`config.mk`:
```
export PLATFORM = sky130hd
export DESIGN_NAME = imem_loader
export DESIGN_NICKNAME = d
export VERILOG_FILES = /design/src/rtl/imem_loader.sv
export SDC_FILE = /design/constraint.sdc
export NUM_CORES = 1
export LEC_CHECK = 0
export CORE_UTILIZATION = 40
export CTS_CLUSTER_SIZE = 10
export DETAILED_ROUTE_END_ITERATION = 8
export GPL_ROUTABILITY_DRIVEN = 0
export GPL_TIMING_DRIVEN = 0
export PLACE_DENSITY = 0.7
export SLEW_MARGIN = 20
export SYNTH_ARGS = -nofsm -noshare
export SYNTH_HDL_FRONTEND = slang
export SYNTH_SLANG_ARGS = --single-unit
```
`constraint.sdc`:
```
create_clock -name clk -period 2.96 [get_ports clk]
set_clock_uncertainty 0.1 [all_clocks]
set_input_delay 0.592 -clock clk [delete_from_list [all_inputs] [get_ports clk]]
set_output_delay 0.592 -clock clk [all_outputs]
set_load 0.005 [all_outputs]
```
`src/rtl/imem_loader.sv`:
```
// imem_loader: boot-time program loader sitting in front of the CPU core.
//
// Receives a byte stream over a valid/ready handshake. The stream starts with a
// 16-bit little-endian word count, followed by the payload bytes. Each group of
// four payload bytes is assembled into a little-endian 32-bit instruction and
// written to instruction memory through the CPU external port. When the whole
// program has been written, cpu_enable is held high.
//
// Optional build macro: IMEM_LOADER_CHECKSUM_EN
//   When defined, a running XOR of every accepted header and payload byte is
//   kept. After the last write, one trailer byte is accepted and compared with
//   that XOR. A match finishes the load; a mismatch aborts it with error set.
//
// Parameters:
//   ADDR_W     instruction memory word-address width (max 2^ADDR_W words)
//   BASE_ADDR  byte address of the first word written
//   ADDR_STEP  byte-address increment between consecutive words
//
// Ports:
//   clk           system clock
//   arst          asynchronous active-high reset
//   start         one-cycle pulse that begins a load (honoured in IDLE/DONE/ERROR)
//   s_data        stream byte
//   s_valid       s_data is valid this cycle
//   s_ready       loader accepts s_data this cycle
//   addr_ext      instruction memory byte address (valid while wen_ext is high)
//   wen_ext       instruction memory write strobe
//   wdata_ext     instruction word to write
//   cpu_enable    CPU enable, high after a successful load
//   busy          a load is in progress
//   done          load completed successfully (sticky until next start)
//   error         load aborted (sticky until next start)
//   words_loaded  number of words written in the current load
module imem_loader #(
  parameter int unsigned ADDR_W    = 9,
  parameter logic [63:0] BASE_ADDR = 64'd0,
  parameter logic [63:0] ADDR_STEP = 64'd4
) (
  input  logic              clk,
  input  logic              arst,
  input  logic              start,
  input  logic [7:0]        s_data,
  input  logic              s_valid,
  output logic              s_ready,
  output logic [63:0]       addr_ext,
  output logic              wen_ext,
  output logic [31:0]       wdata_ext,
  output logic              cpu_enable,
  output logic              busy,
  output logic              done,
  output logic              error,
  output logic [ADDR_W:0]   words_loaded
);

  typedef enum logic [2:0] {
    S_IDLE,
    S_LEN_LO,
    S_LEN_HI,
    S_PAYLOAD,
    S_WRITE,
    S_DONE,
    S_ERROR
`ifdef IMEM_LOADER_CHECKSUM_EN
    ,
    S_CHECK
`endif
  } state_t;

  // Largest legal word count; widened so 2^ADDR_W itself is representable.
  localparam logic [32:0] MAX_WORDS = 33'(1) << ADDR_W;

  state_t            state;
  state_t            state_nxt;

  logic [15:0]       count;
  logic [1:0]        byte_idx;
  logic [23:0]       word_buf;
  logic [ADDR_W:0]   word_idx;
  logic [63:0]       addr_q;
  logic [31:0]       wdata_q;

  logic              take;
  logic [15:0]       hdr_count;
  logic              count_too_big;
  logic              last_word;

`ifdef IMEM_LOADER_CHECKSUM_EN
  logic [7:0]        csum;
`endif

  assign take          = s_valid && s_ready;
  // Full count as it will be once the high header byte is latched.
  assign hdr_count     = {s_data, count[7:0]};
  assign count_too_big = 33'(hdr_count) > MAX_WORDS;
  // Evaluated in WRITE: is the word index after this write equal to count?
  assign last_word     = (33'(word_idx) + 33'd1) == 33'(count);

  assign addr_ext      = addr_q;
  assign wdata_ext     = wdata_q;
  assign words_loaded  = word_idx;

  always_ff @(posedge clk or posedge arst) begin
    if (arst) begin
      state <= S_IDLE;
    end else begin
      state <= state_nxt;
    end
  end

  // Status outputs are decoded straight from the state register so an
  // asynchronous reset clears them (wen_ext included) without waiting for a clock.
  always_comb begin
    state_nxt  = state;
    s_ready    = 1'b0;
    wen_ext    = 1'b0;
    busy       = 1'b0;
    done       = 1'b0;
    error      = 1'b0;
    cpu_enable = 1'b0;

    case (state)
      S_IDLE: begin
        if (start) state_nxt = S_LEN_LO;
      end

      S_LEN_LO: begin
        s_ready = 1'b1;
        busy    = 1'b1;
        if (take) state_nxt = S_LEN_HI;
      end

      S_LEN_HI: begin
        s_ready = 1'b1;
        busy    = 1'b1;
        if (take) begin
          if (hdr_count == 16'd0) begin
`ifdef IMEM_LOADER_CHECKSUM_EN
            state_nxt = S_CHECK;
`else
            state_nxt = S_DONE;
`endif
          end else if (count_too_big) begin
            state_nxt = S_ERROR;
          end else begin
            state_nxt = S_PAYLOAD;
          end
        end
      end

      S_PAYLOAD: begin
        s_ready = 1'b1;
        busy    = 1'b1;
        if (take && byte_idx == 2'd3) state_nxt = S_WRITE;
      end

      S_WRITE: begin
        wen_ext = 1'b1;
        busy    = 1'b1;
        if (last_word) begin
`ifdef IMEM_LOADER_CHECKSUM_EN
          state_nxt = S_CHECK;
`else
          state_nxt = S_DONE;
`endif
        end else begin
          state_nxt = S_PAYLOAD;
        end
      end

`ifdef IMEM_LOADER_CHECKSUM_EN
      S_CHECK: begin
        s_ready = 1'b1;
        busy    = 1'b1;
        if (take) state_nxt = (s_data == csum) ? S_DONE : S_ERROR;
      end
`endif

      S_DONE: begin
        done       = 1'b1;
        cpu_enable = 1'b1;
        if (start) state_nxt = S_LEN_LO;
      end

      S_ERROR: begin
        error = 1'b1;
        if (start) state_nxt = S_LEN_LO;
      end

      default: state_nxt = S_IDLE;
    endcase
  end

  // Datapath: header capture, word assembly, write address/data and counters.
  // addr_q/wdata_q are loaded on the edge that accepts the last byte of a word,
  // so they are valid throughout WRITE and hold afterwards.
  always_ff @(posedge clk or posedge arst) begin
    if (arst) begin
      count    <= '0;
      byte_idx <= '0;
      word_buf <= '0;
      word_idx <= '0;
      addr_q   <= '0;
      wdata_q  <= '0;
    end else begin
      case (state)
        S_IDLE, S_DONE, S_ERROR: begin
          if (start) begin
            count    <= '0;
            byte_idx <= '0;
            word_idx <= '0;
          end
        end

        S_LEN_LO: begin
          if (take) count[7:0] <= s_data;
        end

        S_LEN_HI: begin
          if (take) count[15:8] <= s_data;
        end

        S_PAYLOAD: begin
          if (take) begin
            byte_idx <= byte_idx + 2'd1;
            case (byte_idx)
              2'd0: word_buf[7:0]   <= s_data;
              2'd1: word_buf[15:8]  <= s_data;
              2'd2: word_buf[23:16] <= s_data;
              default: begin
                wdata_q <= {s_data, word_buf};
                addr_q  <= BASE_ADDR + ADDR_STEP * 64'(word_idx);
              end
            endcase
          end
        end

        S_WRITE: begin
          word_idx <= word_idx + 1'b1;
        end

        default: ;
      endcase
    end
  end

`ifdef IMEM_LOADER_CHECKSUM_EN
  // Running XOR over header and payload bytes; the trailer byte is excluded.
  always_ff @(posedge clk or posedge arst) begin
    if (arst) begin
      csum <= '0;
    end else begin
      case (state)
        S_IDLE, S_DONE, S_ERROR: begin
          if (start) csum <= '0;
        end
        S_LEN_LO, S_LEN_HI, S_PAYLOAD: begin
          if (take) csum <= csum ^ s_data;
        end
        default: ;
      endcase
    end
  end
`endif

endmodule

```
==> results.toml <==
[outcome]
status = "finished, violations left"
violations = "design-rule violations"

[placed_design]
dp_hpwl_um = 7522
place_inst = 694
port_buffers = 68

[power_and_ir_drop]
leakagePower_uw = 0.002988
power.density_nw_per_um2 = 771.5
irDropWorstVdd_mv = 0.4708
total_power_uw = 4812

[final_layout]
nNetsFinal = 579
fin_cells = 710
multiInputGateArea_sq_um = 2073
layout_common_cells = "dfrtp_1 (97), clkdlybuf4s50_1 (68), mux2_2 (56)"
final_common_cell = "dfrtp_1"
register_area_sq_um = 2427
drive_above_1_share_pct = 25.57
fill_cells = 1028
diodes = 0
area_delta_synth_final_pct = 29.48

[critical_path]
regToRegEndpoint = "state[1]$_DFFE_PP0P_"
endpoint_kind = "output pin"
r2r_start = "words_loaded[0]$_DFFE_PP0P_"
worstSetupStartpointType = "flip-flop"
r2r_slack_ns = 0.20
worstSetupPathType = "reg -> out"
crit_fanout = 10
ff2ff_path_depth = 7
critPathRequiredTime_ns = 2.27
arrival_ns = 2.12

[die]
core_sq_um = 11560
die_w_um = 111.7
die_height_um = 111.7
ios = 124
row_count = 39
die_area_sq_um = 12490
initial_utilization_pct = 41.65

[clocking]
htree_levels = 3
clockBufferDepth = 2
cts-root-buf = "clkbuf_16"
cts_made_buffers = 9
clkSinkCount = 97
cts_tree = "built"
clkTransAtPathRegs_ns = 0.07
clk_latency_ns = 0.34

[timing]
grt_setup_unrepaired = "no"
hold_viol_final = 0
tns_ns = 0
final.period_utilization_pct = 94.94
fmax_mhz = 355.9
setup_viol = 0
worst_pin_slew_ns = 0.9206
drv_slew = 0
fin_crit_ns = 2.810
slew_headroom_pct = 38.16

[route]
antenna_left = 0
drc = 15
vias = 3436
via_per_inst = 4.839
drtIter0Drc = 167
drt_pass1_iterations = 8
routedWlPerCell_um = 14.61
routed_wl_um = 10370

[job]
max-cap-violations = 0

[logic_synthesis]
synth_top_area_share_pct = 50.39
synth_seq_area_share_pct = 50.39
syn-cell-area_sq_um = 4817
synth_flop_cell = "dfrtp_1"
syn_inst = 428
async_reset_ff_share_pct = 100.0
synth_edf_count = 0
yosysWarnings = 0
syn_area_per_cell_sq_um = 11.25
ys_ff_latch = 97
yosys-top-cells-area = "dfrtp_1 (50%), mux2_2 (13%), buf_4 (8.6%)"
yosys.area.top_type = "dfrtp_1"
yosysUniqueCellTypes = 57

[grt]
grt_pass1_wl_um = 16440
grt_overflow_total = 0
antenna_found_initial = 0
grt_pass1_vias = 3250
grt_use_total_pct = 16.98
grt_max_degree = 35

[worst_hold_path]
whs_endpoint = "wdata_ext[19]$_DFFE_PP0P_"
min_from = "word_buf[19]$_DFFE_PP0P_"
hold_class = "reg -> reg"
hold_depth = 1
Yosys cell counts, drive strengths merged (4+ instances only):
cell type and count:
nand4 4, mux2 66, ha 5, and3 6, o31ai 4, nor4 5
nand2 47, a21oi 9, nand3 6, inv 7, xor2 4, nor2 14
xnor2 11, dfrtp 97, o21ai 31, nor3 7, clkbuf 10, buf 61
flip-flops by register name, summed over array words and instances, names as in the netlist:
signal	flops
count	16
addr_ext	10
state	3
byte_idx	2
words_loaded	10
word_buf	24
wdata_ext	32
report_power, final:
group	internal [uW]	leakage, uW	switching [uW]
sequential	1700	0.00131	263
clock	690	0.000155	515
combinational	846	0.00152	794
total	3240	0.00299	1570
routing by layer:
layer	part of all wire [%]	track usage [%]	up-vias
met5	0	0	-
met1	43	20.62	1658
li1	-	-	1651
met2	47	28.03	111
met4	1.7	5.676	0
met3	8.0	6.042	16
timing repair:
| action | CTS | global route |
|---|---|---|
| setup buffers | 0 | 0 |
| gates resized for setup | 0 | 3 |
| hold buffers | 0 | 0 |
| setup endpoints to repair | 0 | 7 |
kinds of logic after synthesis:
family / count (synthesis) / synth area share, %
buffers and inverters: 79 / 10.81
and+or+nand+nor: 104 / 11.48
muxes: 66 / 15.43
AOI/OAI and AO/OA: 60 / 7.585
DFF: 97 / 50.39
other: 1 / 0.07785
xor gates and xnor gates: 15 / 2.727
adders and majority gates: 6 / 1.507
critical path, stage by stage, from the launching register on:
cell             delay [ns]
dfrtp_1                0.42
buf_2                  0.20
nor2_1                 0.30
nand2_1                0.12
clkinv_1               0.19
clkdlybuf4s50_1        0.54
worst max-delay path by stage:
| stage | start | to | slack (ns) | depth (start not counted) |
|---|---|---|---|---|
| 2_1_floorplan | words_loaded[0]$_DFFE_PP0P_ | state[1]$_DFFE_PP0P_ | 0.54 | 7 |
| 3_3_place_gp | s_valid | addr_ext[9]$_DFFE_PP0P_ | 0.05 | 6 |
| 3_5_place_dp | s_valid | addr_ext[3]$_DFFE_PP0P_ | 0.02 | 6 |
| 4_1_cts | state[2]$_DFFE_PP0P_ | done | 0.07 | 5 |
| 5_1_grt | state[1]$_DFFE_PP0P_ | wen_ext | 0.08 | 5 |
| 6_report | state[0]$_DFFE_PP0P_ | wen_ext | 0.15 | 5 |
cell type report:
type / count / share of cell area (%)
multi-input combinational: 305 / 33.24
clock buffer: 10 / 3.831
sequential: 97 / 38.92
buffer: 71 / 7.884
timing repair buffer: 70 / 11.55
clock inverter: 6 / 1.163
inverter: 8 / 0.5416
tap: 143 / 2.869
metrics by stage:
step | setup WS (ns) | hold WS (ns) | util (%) | instance area, sq um
floorplan | 0.5425 | 0.3414 | - | 5020
global placement | 0.04541 | 0.3600 | 50.84 | 5879
detailed placement | 0.01678 | 0.3684 | 51.18 | 5919
CTS | 0.06834 | 0.3826 | 53.88 | 6231
global route | 0.07787 | 0.3954 | 53.93 | 6237
finish | 0.1499 | 0.3799 | 53.93 | 6237
(Power assumes the default switching activity.)
